[src/rtl/turn_ctrl_nplayer_if.sv]
// Move-entry / checker / display bundle for the N-player turn controller.
// The slave side is the controller; the master side is its environment.
interface turn_ctrl_nplayer_if #(
  parameter int NUM_CELLS = 9,
  parameter int CELL_W    = 4,
  parameter int PID_W     = 2
);
  logic                       start;
  logic                       move_valid;
  logic [CELL_W-1:0]          move;
  logic                       eval_done;
  logic [1:0]                 outcome;
  logic                       eval_req;
  logic                       move_accept;
  logic                       move_reject;
  logic                       timeout_skip;
  logic [NUM_CELLS*PID_W-1:0] board;
  logic [PID_W-1:0]           cur_player;
  logic [CELL_W-1:0]          moves_made;
  logic                       game_over;
  logic [PID_W-1:0]           winner;
  logic                       is_tie;

  modport master (
    output start, move_valid, move, eval_done, outcome,
    input  eval_req, move_accept, move_reject, timeout_skip,
    input  board, cur_player, moves_made, game_over, winner, is_tie
  );

  modport slave (
    input  start, move_valid, move, eval_done, outcome,
    output eval_req, move_accept, move_reject, timeout_skip,
    output board, cur_player, moves_made, game_over, winner, is_tie
  );
endinterface

[src/rtl/turn_ctrl_nplayer.sv]
// N-player turn controller: owns the board, checks moves, rotates turns,
// forfeits idle turns and hands win/tie evaluation to an external checker.
module turn_ctrl_nplayer #(
  parameter int NUM_CELLS      = 9,
  parameter int CELL_W         = 4,
  parameter int NUM_PLAYERS    = 2,
  parameter int PID_W          = 2,
  parameter int TIMEOUT_CYCLES = 1000,
  parameter int TMR_W          = 16
) (
  input logic clk,
  input logic rst,
  turn_ctrl_nplayer_if.slave bus
);

  typedef enum logic [1:0] {
    IDLE, WAIT_MOVE, EVAL, DONE
  } state_t;

  state_t state, state_nx;

  logic [NUM_CELLS*PID_W-1:0] board_q, board_nx;
  logic [PID_W-1:0] player_q, player_nx;
  logic [PID_W-1:0] winner_q, winner_nx;
  logic [PID_W-1:0] next_pid;
  logic [CELL_W-1:0] moves_q, moves_nx;
  logic [TMR_W-1:0] timer_q, timer_nx;
  logic tie_q, tie_nx;
  logic acc_q, acc_nx;
  logic rej_q, rej_nx;
  logic skip_q, skip_nx;
  logic legal;
  logic expire;

  // Legal means in range 1..NUM_CELLS and the addressed cell is empty.
  always_comb begin
    legal = 1'b0;
    for (int k = 1; k <= NUM_CELLS; k++) begin
      if (bus.move == CELL_W'(k) &&
          board_q[(k-1)*PID_W +: PID_W] == '0)
        legal = 1'b1;
    end
  end

  assign next_pid = (player_q == PID_W'(NUM_PLAYERS)) ?
                    PID_W'(1) : player_q + 1'b1;

  assign expire = (TIMEOUT_CYCLES != 0) &&
                  (timer_q == TMR_W'(TIMEOUT_CYCLES - 1));

  always_comb begin
    state_nx  = state;
    board_nx  = board_q;
    player_nx = player_q;
    winner_nx = winner_q;
    moves_nx  = moves_q;
    timer_nx  = timer_q;
    tie_nx    = tie_q;
    acc_nx    = 1'b0;
    rej_nx    = 1'b0;
    skip_nx   = 1'b0;
    unique case (state)
      IDLE: begin
        board_nx  = '0;
        player_nx = PID_W'(1);
        if (bus.start) begin
          state_nx = WAIT_MOVE;
          timer_nx = '0;
        end
      end
      WAIT_MOVE: begin
        timer_nx = timer_q + 1'b1;
        if (bus.move_valid && legal) begin
          for (int k = 1; k <= NUM_CELLS; k++) begin
            if (bus.move == CELL_W'(k))
              board_nx[(k-1)*PID_W +: PID_W] = player_q;
          end
          moves_nx = moves_q + 1'b1;
          acc_nx   = 1'b1;
          state_nx = EVAL;
        end else begin
          rej_nx = bus.move_valid;
          if (expire) begin
            skip_nx   = 1'b1;
            player_nx = next_pid;
            timer_nx  = '0;
          end
        end
      end
      EVAL: begin
        if (bus.eval_done) begin
          if (bus.outcome == 2'd1) begin
            state_nx  = DONE;
            winner_nx = player_q;
          end else if (bus.outcome == 2'd2 ||
                       moves_q == CELL_W'(NUM_CELLS)) begin
            state_nx  = DONE;
            tie_nx    = 1'b1;
            winner_nx = '0;
          end else begin
            state_nx  = WAIT_MOVE;
            player_nx = next_pid;
            timer_nx  = '0;
          end
        end
      end
      DONE: begin
        if (bus.start) begin
          state_nx  = WAIT_MOVE;
          board_nx  = '0;
          moves_nx  = '0;
          player_nx = PID_W'(1);
          winner_nx = '0;
          tie_nx    = 1'b0;
          timer_nx  = '0;
        end
      end
      default: state_nx = IDLE;
    endcase
  end

  always_ff @(posedge clk) begin
    if (rst) begin
      state    <= IDLE;
      board_q  <= '0;
      player_q <= PID_W'(1);
      winner_q <= '0;
      moves_q  <= '0;
      timer_q  <= '0;
      tie_q    <= 1'b0;
      acc_q    <= 1'b0;
      rej_q    <= 1'b0;
      skip_q   <= 1'b0;
    end else begin
      state    <= state_nx;
      board_q  <= board_nx;
      player_q <= player_nx;
      winner_q <= winner_nx;
      moves_q  <= moves_nx;
      timer_q  <= timer_nx;
      tie_q    <= tie_nx;
      acc_q    <= acc_nx;
      rej_q    <= rej_nx;
      skip_q   <= skip_nx;
    end
  end

  assign bus.eval_req     = (state == EVAL);
  assign bus.game_over    = (state == DONE);
  assign bus.move_accept  = acc_q;
  assign bus.move_reject  = rej_q;
  assign bus.timeout_skip = skip_q;
  assign bus.board        = board_q;
  assign bus.cur_player   = player_q;
  assign bus.moves_made   = moves_q;
  assign bus.winner       = winner_q;
  assign bus.is_tie       = tie_q;

endmodule

[src/flat_wrapper.sv]
// flat-port wrapper written by rule: the top's interface ports become plain ports
module turn_ctrl_nplayer_flat 
#(
  parameter int NUM_CELLS      = 9,
  parameter int CELL_W         = 4,
  parameter int NUM_PLAYERS    = 2,
  parameter int PID_W          = 2,
  parameter int TIMEOUT_CYCLES = 1000,
  parameter int TMR_W          = 16
)
  (clk, rst, bus_start, bus_move_valid, bus_move, bus_eval_done, bus_outcome, bus_eval_req, bus_move_accept, bus_move_reject, bus_timeout_skip, bus_board, bus_cur_player, bus_moves_made, bus_game_over, bus_winner, bus_is_tie);
  turn_ctrl_nplayer_if #(.NUM_CELLS(NUM_CELLS), .CELL_W(CELL_W), .PID_W(PID_W)) bus_i ();
  input logic clk;
  input logic rst;
  input wire logic [$bits(bus_i.start)-1:0] bus_start;
  input wire logic [$bits(bus_i.move_valid)-1:0] bus_move_valid;
  input wire logic [$bits(bus_i.move)-1:0] bus_move;
  input wire logic [$bits(bus_i.eval_done)-1:0] bus_eval_done;
  input wire logic [$bits(bus_i.outcome)-1:0] bus_outcome;
  output wire logic [$bits(bus_i.eval_req)-1:0] bus_eval_req;
  output wire logic [$bits(bus_i.move_accept)-1:0] bus_move_accept;
  output wire logic [$bits(bus_i.move_reject)-1:0] bus_move_reject;
  output wire logic [$bits(bus_i.timeout_skip)-1:0] bus_timeout_skip;
  output wire logic [$bits(bus_i.board)-1:0] bus_board;
  output wire logic [$bits(bus_i.cur_player)-1:0] bus_cur_player;
  output wire logic [$bits(bus_i.moves_made)-1:0] bus_moves_made;
  output wire logic [$bits(bus_i.game_over)-1:0] bus_game_over;
  output wire logic [$bits(bus_i.winner)-1:0] bus_winner;
  output wire logic [$bits(bus_i.is_tie)-1:0] bus_is_tie;
  assign bus_i.start = bus_start;
  assign bus_i.move_valid = bus_move_valid;
  assign bus_i.move = bus_move;
  assign bus_i.eval_done = bus_eval_done;
  assign bus_i.outcome = bus_outcome;
  assign bus_eval_req = bus_i.eval_req;
  assign bus_move_accept = bus_i.move_accept;
  assign bus_move_reject = bus_i.move_reject;
  assign bus_timeout_skip = bus_i.timeout_skip;
  assign bus_board = bus_i.board;
  assign bus_cur_player = bus_i.cur_player;
  assign bus_moves_made = bus_i.moves_made;
  assign bus_game_over = bus_i.game_over;
  assign bus_winner = bus_i.winner;
  assign bus_is_tie = bus_i.is_tie;
  turn_ctrl_nplayer #(.NUM_CELLS(NUM_CELLS), .CELL_W(CELL_W), .NUM_PLAYERS(NUM_PLAYERS), .PID_W(PID_W), .TIMEOUT_CYCLES(TIMEOUT_CYCLES), .TMR_W(TMR_W)) u_core (.clk(clk), .rst(rst), .bus(bus_i));
endmodule
[config.mk]
export PLATFORM = sky130hd
export DESIGN_NAME = turn_ctrl_nplayer_flat
export DESIGN_NICKNAME = d
export VERILOG_FILES = /design/src/rtl/turn_ctrl_nplayer_if.sv /design/src/rtl/turn_ctrl_nplayer.sv /design/src/flat_wrapper.sv
export SDC_FILE = /design/constraint.sdc
export NUM_CORES = 1
export LEC_CHECK = 0
export CORE_UTILIZATION = 55
export CTS_BUF_LIST = sky130_fd_sc_hd__clkbuf_4 sky130_fd_sc_hd__clkbuf_8
export DETAILED_ROUTE_END_ITERATION = 6
export PLACE_DENSITY = 0.9
export SKIP_LAST_GASP = 1
export SYNTH_ARGS = -nofsm -noshare
export SYNTH_HDL_FRONTEND = slang
export SYNTH_SLANG_ARGS = --single-unit
[constraint.sdc]
create_clock -name clk -period 3.3 [get_ports clk]
set_input_delay 0.66 -clock clk [delete_from_list [all_inputs] [get_ports clk]]
set_output_delay 0.66 -clock clk [all_outputs]
set_load 0.01 [all_outputs]
# --- Yosys cells after proc, flatten, opt, wreduce, memory -nomap -nowiden ---
# Index checks and enable logic that the tools add are counted.
classes:
  bitwise: 1
  n_reduce_logical: 42
  mux: 56
  addsub: 3
  eq_ne: 36
op_table:
  columns: ["cell", "count"]
  rows:
  - ["$mux W16", 6]
  - ["$pmux W18 S3", 1]
  - ["$mux W2", 24]
  - ["$pmux W16 S3", 1]
  - ["$reduce_and A4 Y1", 11]
  - ["$mux W18", 2]
  - ["$ne A2 B1 Y1 const B", 13]
  - ["$logic_not A2 Y1", 10]
  - ["$add A16 B1 Y16 const B", 1]
  - ["$eq A16 B10 Y1 const B", 1]
  - ["$eq A4 B3 Y1 const B", 4]
  - ["$mux W1", 15]
  - ["$eq A4 B4 Y1 const B", 3]
  - ["$logic_and A1 B1 Y1", 10]
  - ["$ne A2 B2 Y1 const B", 5]
  - ["$eq A2 B2 Y1 const B", 4]
  - ["$eq A4 B2 Y1 const B", 2]
  - ["$mux W4", 2]
  - ["$pmux W2 S4", 1]
  - ["$pmux W4 S2", 1]
  - ["$pmux W2 S3", 1]
  - ["$reduce_and A3 Y1", 2]
  - ["$reduce_and A6 Y1", 1]
  - ["$reduce_and A5 Y1", 1]
  - ["13 further kinds", 16]
word_totals:
  input_bits: 11
  output_inout_bits: 32
  regBits: 48

# --- Logic depth before layout (Yosys ltp) ---
depth:
  word_depth: 14
  ltp_mapped: 10
  ltp_nobuf: 8

# --- Least setup slack after synthesis ---
# No wires, ideal clock.
synth_timing:
  path_kind: "input -> register"
  startpoint: "in bus_move[3]"
  endpoint: "reg u_core.state[0]"
  n_path_buf: 0
  slack_ps: 776
  arrival_ps: 2404
  t_required_ps: 3179
  cell_stages: 6
  cell_sequence: "or4b_2 -> o32ai_1 -> or4_4 -> o21ai_2 -> a21oi_2 -> mux2_2"
synth_between:
  elab_chain_cells: 14
synth_rtl:
  columns: ["item", "line_no", "text"]
  rows:
  - ["start, declared", "flat_wrapper.sv:17", "input wire logic [$bits(bus_i.move)-1:0] bus_move;"]
  - ["$eq A4 B1 Y1", "turn_ctrl_nplayer.sv:39", "if (bus.move == CELL_W'(k) &&"]
  - ["$logic_and A1 B1 Y1", "turn_ctrl_nplayer.sv:39", null]
  - ["$mux W1 (8 in a row)", "turn_ctrl_nplayer.sv:39", null]
  - ["$mux W1 (*)", "turn_ctrl_nplayer.sv:39", null]
  - ["$logic_and A1 B1 Y1 (*)", "turn_ctrl_nplayer.sv:73", "if (bus.move_valid && legal) begin"]
  - ["$ne A2 B1 Y1 (no line) (*)", null, null]
  - ["$reduce_and A3 Y1 (no line) (*)", null, null]
  - ["end signal, assigned", "turn_ctrl_nplayer.sv:135", "state <= state_nx;"]
  - ["end, declared", "turn_ctrl_nplayer.sv:20", "state_t state, state_nx;"]
# Every way passes the cells marked *; elsewhere a longest branch is shown, timed or not.
# A chain may end at the register's enable or synchronous reset.

# --- Worst setup path after layout ---
layout_timing:
  startpoint: "in bus_move[3]"
  endpoint: "reg u_core.board_q[10], in the netlist u_core.bus.board[10]"
layout_between:
  elab_chain_cells: 14
layout_rtl:
  columns: ["item", "line_no", "text"]
  rows:
  - ["$eq A4 B1 Y1", "turn_ctrl_nplayer.sv:39", null]
  - ["$logic_and A1 B1 Y1", "turn_ctrl_nplayer.sv:39", null]
  - ["$mux W1 (9 in a row)", "turn_ctrl_nplayer.sv:39", null]
  - ["$logic_and A1 B1 Y1", "turn_ctrl_nplayer.sv:73", null]
  - ["$ne A2 B1 Y1 (no line)", null, null]
  - ["$reduce_and A4 Y1 (no line) (*)", null, null]
  - ["end signal, assigned", "turn_ctrl_nplayer.sv:136", "board_q <= board_nx;"]
  - ["end, declared", "turn_ctrl_nplayer.sv:22", "logic [NUM_CELLS*PID_W-1:0] board_q, board_nx;"]
# Marks and branches as above.

==> impl_metrics.yaml <==
clock_network:
  root_buffer: "clkbuf_8"
  cts_buffer_depth: 2
  insertion_delay_ns: 0.30
  cts_inserted_buffers: 5
  path_clk_slew_ns: 0.09
  cts_tree: "yes"
  cts.sink_count: 48
  hold_buffers: 0
  post_cts_resized: 0
  cts_setup_buffers: 0
  h-tree-depth: 2
timing:
  skew_ns: 0.00563
  hold_viol: 0
  slew-limit-headroom_pct: 39.3
  tightest_slew_ns: 0.907
  fmax_ghz: 0.333
  rsz0062_at_grt: "false"
  drv_slew: 0
  fin_setup_tns_ns: 0
  setup_viol: 0
  fin_crit_ns: 3.00
  period_share_pct: 91.0
  fin_ws_ns: 0.297
global_route:
  grt_pass1_wl_mm: 10.2
  grt_max_degree: 15
  grt_overflow_total: 0
  grt_pass1_vias: 2272
  grt_use_total_pct: 25.7
  antenna_found_initial: 0
pwr:
  clockPowerShare_pct: 27.4
  p_leak_nw: 1.03
  switchingPower_uw: 548
  intPower_mw: 1.03
  powerDensity_nw_per_um2: 511
  sw_frac_of_total_pct: 34.8
  sequentialPowerShare_pct: 41.6
  peakVddDrop_mv: 0.291
  combinationalPowerShare_pct: 31.1
die:
  io-pin-count: 43
  die_h_um: 69.8
  initial_utilization_pct: 57.7
  dieArea_um2: 4870
  rows: 24
  fp.dieW_um: 69.8
  core-area_um2: 4380
cells_and_area:
  antennaDiodeCount: 0
  layout.nets: 353
  fin_util_pct: 70.3
  drive_above_1_share_pct: 7.44
  post-route-cell-area_um2: 3080
  fillers: 353
  syn_to_final_growth_pct: 21.8
place:
  post-place-ws_ns: 0.00512
  numPortBuffers: 42
  post_dp_cell_area_um2: 2970
  gp_congestion: 0.830
  dp_hpwl_mm: 4.23
drt:
  wirelength_mm: 5.96
  wl_per_cell_um: 15.4
  drtIter0Drc: 250
  post-route-drc-count: 0
  firstDrtPassIters: 4
  ant_nets: 0
  avgViaCountPerCell: 6.12
  num_vias: 2376
synth:
  synth_top_area_share_pct: 38.0
  ys_types: 52
  netlist_area_um2: 2530
  synthFlopType: "dfxtp_1"
  syn_inst: 296
  synth_seq_cells: 48
  avgSynthCellArea_um2: 8.55
  yosys-top-cells-area: "dfxtp_1, nor2_1, ha_1"
  synthArstFlopShare_pct: 0
  synth.yosys.seq_area_share_pct: 38.0
  synth-edff-count: 0
  syn-num-nets: 314
  yosys.area.top_type: "dfxtp_1"
  yosysWarnings: 0
setup_path:
  path_class: "in2reg"
  start_kind: "primary input"
  required_ns: 3.48
  cp_max_fo: 14
  crit-reg2reg-launch: "u_core.state[0]"
  cp-end-kind: "register"
  crit_start: "bus_move[3]"
  worstRegToRegCells: 7
  critical_path_arrival_ns: 3.18
min_path:
  min_from: "u_core.bus.board[14]"
  hold_class: "reg2reg"
  hold_depth: 2
flow_run:
  drv_cap: 0
run_status:
  status: "complete, no violations"
Yosys cell counts, types with 4 or more instances:
master,n
a21oi_1,5
and3_1,7
clkbuf_1,8
dfxtp_1,48
ha_1,7
inv_1,19
mux2i_1,5
nand2_1,14
nand3_1,16
nand4_1,7
nor2_1,26
nor2b_1,4
nor3_1,13
nor4_1,5
o211ai_1,11
o21ai_0,14
o21ai_1,10
o22ai_1,9
or4b_2,4
or4bb_1,4
xnor2_1,9
stage by stage:
| stage | hold WS (ns) | power (mW) | cells |
|---|---|---|---|
| after floorplan | 0.444 | 1.01 | 296 |
| after global placement | 0.452 | 1.13 | 380 |
| after detailed placement | 0.453 | 1.14 | 380 |
| after CTS | 0.469 | 1.57 | 388 |
| after global routing | 0.498 | 1.65 | 388 |
| final | 0.470 | 1.57 | 388 |
kinds of logic after synthesis:
| group | after synthesis | share of synthesized area (%) |
|---|---|---|
| XOR/XNOR | 9 | 3.12 |
| multiplexers | 8 | 3.31 |
| AND/OR/NAND/NOR | 126 | 29.7 |
| buffers and inverters | 30 | 4.95 |
| AO/OA/AOI/OAI | 68 | 17.5 |
| flip-flops | 48 | 38.0 |
| adder cells (fa/ha/maj) | 7 | 3.46 |
sequential cells by signal (all words and copies together), names as in the netlist:
register / flops
u_core.bus.moves_made: 4
u_core.timer_q: 16
u_core.bus.timeout_skip: 1
u_core.bus.winner: 2
u_core.bus.is_tie: 1
u_core.bus.cur_player: 2
u_core.bus.move_reject: 1
u_core.state: 2
u_core.bus.move_accept: 1
u_core.bus.board: 18
final timing paths:
check / to / slack [ns]
worst max-delay path: u_core.bus.board[10] / 0.30
worst min-delay path: u_core.bus.board[14] / 0.47
worst min register to register: u_core.bus.board[14] / 0.47
worst max register to register: u_core.bus.board[10] / 0.75
layout by cell type, fill, tap and decap left out, drive strengths merged, types with 2 or more instances in the layout:
cell type / n
a21oi: 6
nor4bb: 2
ha: 7
a31oi: 3
nand4: 9
o32ai: 3
nor2: 26
nor2b: 4
nor4b: 3
clkbuf: 6
mux2: 3
dfxtp: 48
o211ai: 12
or3: 3
nor4: 5
nand3: 16
and2: 3
o21ai: 26
inv: 19
nand4b: 3
or2: 3
nor3: 13
nand2: 14
or4bb: 4
clkdlybuf4s50: 42
nand2b: 3
and3: 7
or4b: 4
o22ai: 9
mux2i: 5
xnor2: 9
layer usage:
layer / GRT usage, % / part of all wire, % / vias to the layer above
met2: 43.2 / 48 / 92
li1: - / - / 1168
met4: 9.78 / 0.94 / 0
met3: 4.94 / 6.3 / 7
met1: 32.5 / 45 / 1109
met5: 0 / 0 / -
power by group through the flow:
| stage | Sequential, mW | Combinational (mW) | Clock, mW |
|---|---|---|---|
| after floorplan | 0.661 | 0.349 | 0 |
| after global placement | 0.663 | 0.466 | 0 |
| after detailed placement | 0.664 | 0.477 | 0 |
| after CTS | 0.652 | 0.486 | 0.434 |
| after global routing | 0.658 | 0.536 | 0.452 |
| final | 0.654 | 0.489 | 0.431 |
layout make-up:
cell class,count,area (um^2),share of cell area [%]
Timing Repair Buffer,43,428,13.9
Multi-Input combinational cell,218,1440,46.9
Tap cell,52,65.1,2.11
Clock buffer,6,76.3,2.48
Sequential cell,48,961,31.2
Inverter,19,71.3,2.32
Clock inverter,2,35.0,1.14
critical path, cell delays in order:
cell and delay (ns):
clkdlybuf4s50_1 0.50, or4b_2 0.77, o32ai_1 0.30, or4_4 0.23, o211ai_2 0.25, o21ai_0 0.35
o22ai_1 0.13
Note: power is estimated with default switching activity, not from simulation.
